`src/rtl/memseq_pkg.sv`:
```
// Shared state codes, access sizes and the latched request record for the
// byte-serial data-memory sequencer.
package memseq_pkg;

  typedef enum logic [1:0] {
    MS_IDLE = 2'd0,
    MS_XFER = 2'd1,
    MS_DONE = 2'd2,
    MS_ERR  = 2'd3
  } state_t;

  localparam logic [2:0] SZ_B = 3'd1;
  localparam logic [2:0] SZ_H = 3'd2;
  localparam logic [2:0] SZ_W = 3'd4;

  typedef struct packed {
    logic        wr;
    logic [2:0]  size;
    logic        sign;
    logic [31:0] wdata;
  } req_t;

  function automatic logic size_ok(input logic [2:0] s);
    return (s == SZ_B) || (s == SZ_H) || (s == SZ_W);
  endfunction

endpackage

```
`src/rtl/memseq_ext.sv`:
```
// Load result extension: little-endian assembly bytes to a 32-bit word,
// zero- or sign-extended by access size (words pass through).
module memseq_ext
  import memseq_pkg::*;
(
  input  logic [2:0]      size,
  input  logic            sign,
  input  logic [3:0][7:0] asm,
  output logic [31:0]     data
);

  always_comb begin
    data = asm;
    case (size)
      SZ_B:    data = {{24{sign & asm[0][7]}}, asm[0]};
      SZ_H:    data = {{16{sign & asm[1][7]}}, asm[1], asm[0]};
      default: data = asm;
    endcase
  end

endmodule

```
`src/rtl/memseq.sv`:
```
// Byte-serial data-memory sequencer: one byte/half/word access per request,
// run as 1/2/4 bus bytes. Optional MEMSEQ_ALIGN_CHECK_EN rejects misaligned
// halves and words with an error pulse instead of running them.
module memseq
  import memseq_pkg::*;
#(
  parameter int AW = 32
) (
  input  logic          i_clk,
  input  logic          i_rst_n,
  input  logic          i_req,
  input  logic          i_wr,
  input  logic [2:0]    i_size,
  input  logic          i_sign,
  input  logic [AW-1:0] i_addr,
  input  logic [31:0]   i_wdata,
  output logic          o_busy,
  output logic          o_done,
  output logic          o_err,
  output logic [31:0]   o_rdata,
  output logic          o_bus_req,
  output logic          o_bus_we,
  output logic [AW-1:0] o_bus_addr,
  output logic [7:0]    o_bus_wdata,
  input  logic          i_bus_ack,
  input  logic [7:0]    i_bus_rdata
);

  state_t          state;
  req_t            cur;
  logic [1:0]      cnt;
  logic [3:0][7:0] asm_q, asm_nxt, wbytes;
  logic [31:0]     ext_data;
  logic            bad, last;

`ifdef MEMSEQ_ALIGN_CHECK_EN
  assign bad = !size_ok(i_size) ||
               (i_size == SZ_H && i_addr[0]) ||
               (i_size == SZ_W && i_addr[1:0] != 2'b00);
`else
  assign bad = !size_ok(i_size);
`endif

  assign last   = ({1'b0, cnt} == cur.size - 3'd1);
  assign wbytes = cur.wdata;

  // Merge the byte arriving this cycle so the final ack can register the
  // complete result and o_rdata is already valid in the DONE cycle.
  always_comb begin
    asm_nxt      = asm_q;
    asm_nxt[cnt] = i_bus_rdata;
  end

  memseq_ext u_ext (
    .size (cur.size),
    .sign (cur.sign),
    .asm  (asm_nxt),
    .data (ext_data)
  );

  always_ff @(posedge i_clk or negedge i_rst_n) begin
    if (!i_rst_n) begin
      state       <= MS_IDLE;
      cur         <= '0;
      cnt         <= '0;
      asm_q       <= '0;
      o_busy      <= 1'b0;
      o_done      <= 1'b0;
      o_err       <= 1'b0;
      o_rdata     <= '0;
      o_bus_req   <= 1'b0;
      o_bus_we    <= 1'b0;
      o_bus_addr  <= '0;
      o_bus_wdata <= '0;
    end else begin
      o_done <= 1'b0;
      o_err  <= 1'b0;
      case (state)
        MS_IDLE: begin
          if (i_req) begin
            o_busy <= 1'b1;
            if (bad) begin
              state <= MS_ERR;
              o_err <= 1'b1;
            end else begin
              state       <= MS_XFER;
              cur         <= '{wr: i_wr, size: i_size, sign: i_sign, wdata: i_wdata};
              cnt         <= '0;
              asm_q       <= '0;
              o_bus_req   <= 1'b1;
              o_bus_we    <= i_wr;
              o_bus_addr  <= i_addr;
              o_bus_wdata <= i_wdata[7:0];
            end
          end
        end
        MS_XFER: begin
          if (i_bus_ack) begin
            asm_q <= asm_nxt;
            if (last) begin
              state     <= MS_DONE;
              o_done    <= 1'b1;
              o_bus_req <= 1'b0;
              o_bus_we  <= 1'b0;
              if (!cur.wr) o_rdata <= ext_data;
            end else begin
              cnt         <= cnt + 2'd1;
              o_bus_addr  <= o_bus_addr + AW'(1);
              o_bus_wdata <= wbytes[cnt + 2'd1];
            end
          end
        end
        MS_DONE, MS_ERR: begin
          state  <= MS_IDLE;
          o_busy <= 1'b0;
        end
        default: begin
          state  <= MS_IDLE;
          o_busy <= 1'b0;
        end
      endcase
    end
  end

endmodule

```
`config.mk`:
```
export PLATFORM = sky130hd
export DESIGN_NAME = memseq
export DESIGN_NICKNAME = d
export VERILOG_FILES = /design/src/rtl/memseq_pkg.sv /design/src/rtl/memseq_ext.sv /design/src/rtl/memseq.sv
export SDC_FILE = /design/constraint.sdc
export NUM_CORES = 1
export LEC_CHECK = 0
export ABC_CLOCK_PERIOD_IN_PS = 5600
export BUFFER_PORTS_ARGS = -buffer_cell sky130_fd_sc_hd__buf_2
export CAP_MARGIN = 20
export CORE_MARGIN = 2
export CORE_UTILIZATION = 50
export CTS_CLUSTER_SIZE = 8
export DETAILED_ROUTE_END_ITERATION = 8
export PLACE_DENSITY = 0.8
export SYNTH_ARGS = -nofsm -noshare
export SYNTH_HDL_FRONTEND = slang
export SYNTH_SLANG_ARGS = --single-unit
```
`constraint.sdc`:
```
create_clock -name i_clk -period 5.6 [get_ports i_clk]
set_clock_uncertainty 0.2 [all_clocks]
set_input_delay 1.12 -clock i_clk [delete_from_list [all_inputs] [get_ports i_clk]]
set_output_delay 1.12 -clock i_clk [all_outputs]
set_load 0.1 [all_outputs]
```
==> impl_metrics.yaml <==
run_status:
  run_status: "completed"
yosys:
  synthDistinctLibCells: 50
  synth.yosys.seq_area_share_pct: 51.51
  yosysWarnings: 0
  yosysTopAreaCellShare_pct: 51.51
  postSynthAreaPerCell_um2: 9.576
  synth_nets: 850
  syn-cell-area_um2: 7287
  synth_top_cell_by_area: "sky130_fd_sc_hd__dfrtp_1"
  cell_count_after_synthesis: 761
  netlist_top_cells_area: "sky130_fd_sc_hd__dfrtp_1 52%, sky130_fd_sc_hd__nand2_1 7.4%, sky130_fd_sc_hd__mux2i_1 4.4%, sky130_fd_sc_hd__o21ai_0 3.9%, sky130_fd_sc_hd__nand3_1 3.2%"
  ys_ff_latch: 150
critical_path:
  critPathBufInv: 1
  crit_family: "compound AO/OA/AOI/OAI gates"
  worst-endpoint-arrival_ns: 3.44
  worst-setup-path-type: "register to register"
  capturing_element_of_the_worst_setup_path: "o_rdata[30]$_DFFE_PN0P_"
  critical_path.max_stage_delay_ns: 0.62
  standard_cell_with_the_maximum_stage_delay_on_the_critical_path: "sky130_fd_sc_hd__dfrtp_1"
  reg2reg_setup_slack_ns: 2.28
  crit_path_top_cell_by_count: "sky130_fd_sc_hd__o21a_1"
  regToRegStartpoint: "cnt[0]$_DFFE_PN0P_"
  crit_chain: "inv_1, ha_1, mux2_2, nand3_1, o21a_1, o211ai_1, o21a_1"
  ff2ff_path_depth: 7
  crit_path_start_kind: "register"
  worstSetupStartpoint: "cnt[0]$_DFFE_PN0P_"
  crit_fanout: 16
  cp.depth: 7
  setup.worst_path.end_class: "register"
  worst_ep_required_time_ns: 5.72
  worstReg2RegEnd: "o_rdata[30]$_DFFE_PN0P_"
global_route:
  grt_pass1_wl_mm: 31.32
  vias_in_the_first_global_route: 6107
  grt_start_max_net_pins: 115
  global_route.overflow_total: 0
  initial_antenna_violation_count: 0
  grt.total_usage_pct: 25.20
die:
  floorplan.initialDensity_pct: 50.71
  dieArea_um2: 15560
  die-height_um: 124.7
  fp.coreArea_um2: 14370
  floorplan.io_pins: 158
  die_w_um: 124.7
  placement_rows: 44
routing:
  iteration_0_drc_count_of_the_detailed_router: 563
  route.detailed.wl_per_inst_um: 17.52
  final_antenna_net_count: 0
  viasPerCell: 5.856
  vias: 6401
  post-route-drc-count: 0
  route.final.wire_length_mm: 19.15
  drt_pass_1_iters: 5
placement:
  placed_insts: 1059
  detailedPlacementHpwl_mm: 12.40
  place_congestion: 0.8560
  place.port_buffers: 157
timing:
  timing.final.crit_period_ns: 3.321
  maxSlewViolCount: 0
  finalSetupViolCount: 0
  max_freq_mhz: 301.1
  holdWs_ns: 0.2749
  grt_setup_unrepaired: "no"
  tightest_slew_ns: 1.138
  timing.final.hold_violations: 0
  finalCritPeriodShare_pct: 59.31
  sum_of_negative_setup_slack_ns: 0
  relSlewSlack_pct: 23.85
clocking:
  clk_path_buf_depth: 2
  worst_setup_hold_path_clk_slew_ns: 0.06
  cts.repair.resized: 0
  cts_setup_buffers: 0
  cts_buffers: 17
  tritoncts_num_sinks: 150
  cts_root_buffer: "sky130_fd_sc_hd__clkbuf_16"
  tritoncts: "built"
  clk_latency_ns: 0.43
  htreeDepth: 4
  cts_hold_repair.buffers: 0
layout:
  areaGrowthSynthToFinish_pct: 21.86
  stdcell_count: 1093
  post_route_cells_drive_above_1_share_pct: 24.31
  final.fill_count: 1226
  nets_final: 985
  n_antenna_cell: 0
worst_hold_path:
  worstHoldPathType: "register to register"
  holdCritStartpoint: "wbytes[30]$_DFFE_PN0P_"
job:
  max_cap_violations: 0
-- stage by stage --
| stage | setup slack [ns] | utilization [%] | area [um2] |
|---|---|---|---|
| finish | 2.279 | 61.80 | 8880 |
| global route | 2.068 | 61.80 | 8880 |
| CTS | 2.289 | 61.47 | 8832 |
| detailed placement | 2.271 | 57.11 | 8205 |
| global placement | 2.364 | 57.11 | 8205 |
| floorplan | 2.615 | - | 7287 |
-- registers in the layout, indices dropped and copies added, names as in the netlist, 2 cells and up --
name / count
asm_q: 32
state: 2
o_rdata: 32
o_bus_wdata: 8
o_bus_addr: 32
cnt: 2
cur: 5
wbytes: 32
-- Yosys cell counts (all sizes together) --
cell type / instances
clkbuf: 39
nor3: 8
o2bb2a: 1
a31oi: 15
or3: 2
nand2: 144
a41o: 1
ha: 8
a22oi: 3
nor2b: 2
a32oi: 2
and2: 3
a22o: 8
a211oi: 1
dfrtp: 150
nand4: 7
xnor2: 1
o22ai: 7
nor2: 46
mux2: 3
buf: 13
nand2b: 2
a311oi: 1
nor3b: 4
o22a: 9
or4: 3
and4: 4
and3: 6
o211ai: 25
nor4: 4
xor2: 3
o211a: 1
a41oi: 3
mux2i: 32
o32ai: 2
a21oi: 44
inv: 10
o31a: 1
o31ai: 2
o21ai: 58
o21a: 28
mux4: 8
nand3: 47
-- worst min-delay path, delay by kind of cell, from the launching register on --
family	cells	cell delay (ns)
DFF	1	0.34
and+or+nand+nor	2	0.10
-- layer usage --
metal,GRT usage (%),part of all wire [%],up-vias
li1,-,-,3018
met1,33.91,43,3088
met2,38.89,46,247
met3,5.842,6.7,48
met4,11.83,3.5,0
met5,0,0,-
-- worst min path at each step --
stage	endpoint	slack, ns	depth (start not counted)
after floorplan	cur[32]$_DFFE_PN0P_	0.24	2
after global placement	wbytes[30]$_DFFE_PN0P_	0.25	2
after detailed placement	wbytes[30]$_DFFE_PN0P_	0.26	2
after CTS	wbytes[30]$_DFFE_PN0P_	0.27	2
after global routing	o_rdata[27]$_DFFE_PN0P_	0.29	1
final	wbytes[30]$_DFFE_PN0P_	0.27	2
-- cell type report --
| cell class | instances | area, um2 | area share, % |
|---|---|---|---|
| Inverter | 10 | 37.54 | 0.4227 |
| Timing Repair Buffer | 168 | 907.1 | 10.22 |
| Multi-Input combinational cell | 549 | 3324 | 37.44 |
| Clock buffer | 21 | 480.5 | 5.411 |
| Tap cell | 184 | 230.2 | 2.593 |
| Clock inverter | 11 | 146.4 | 1.649 |
| Sequential cell | 150 | 3754 | 42.27 |
-- kinds of logic after synthesis --
logic type	share of synthesized area, %
AND/OR/NAND/NOR	17.48
AO/OA/AOI/OAI	18.53
flip-flops	51.51
buffers and inverters	3.297
multiplexers	7.332
adder cells (fa/ha/maj)	1.374
XOR/XNOR	0.4809
-- placed cells by master (no fill, tap or decap), drive strengths merged, types with 3 or more instances in the layout --
master	netlist	layout
and2	3	3
a22oi	3	3
dfrtp	150	150
mux2i	32	32
mux4	8	8
nor3b	4	4
ha	8	8
and4	4	4
clkbuf	39	21
clkinvlp	0	5
o211ai	25	25
a22o	8	8
nand4	7	7
or4	3	3
a31oi	15	15
mux2	3	3
and3	6	6
buf	13	168
nor3	8	8
xor2	3	3
bufinv	0	3
a21oi	44	44
o21ai	58	58
a41oi	3	3
nor2	46	46
inv	10	11
o22a	9	9
o22ai	7	7
o21a	28	28
nand3	47	47
nor4	4	4
nand2	144	144
Power is not shown: default switching activity piles up to over one toggle a cycle in this logic, so the estimate is an artifact.
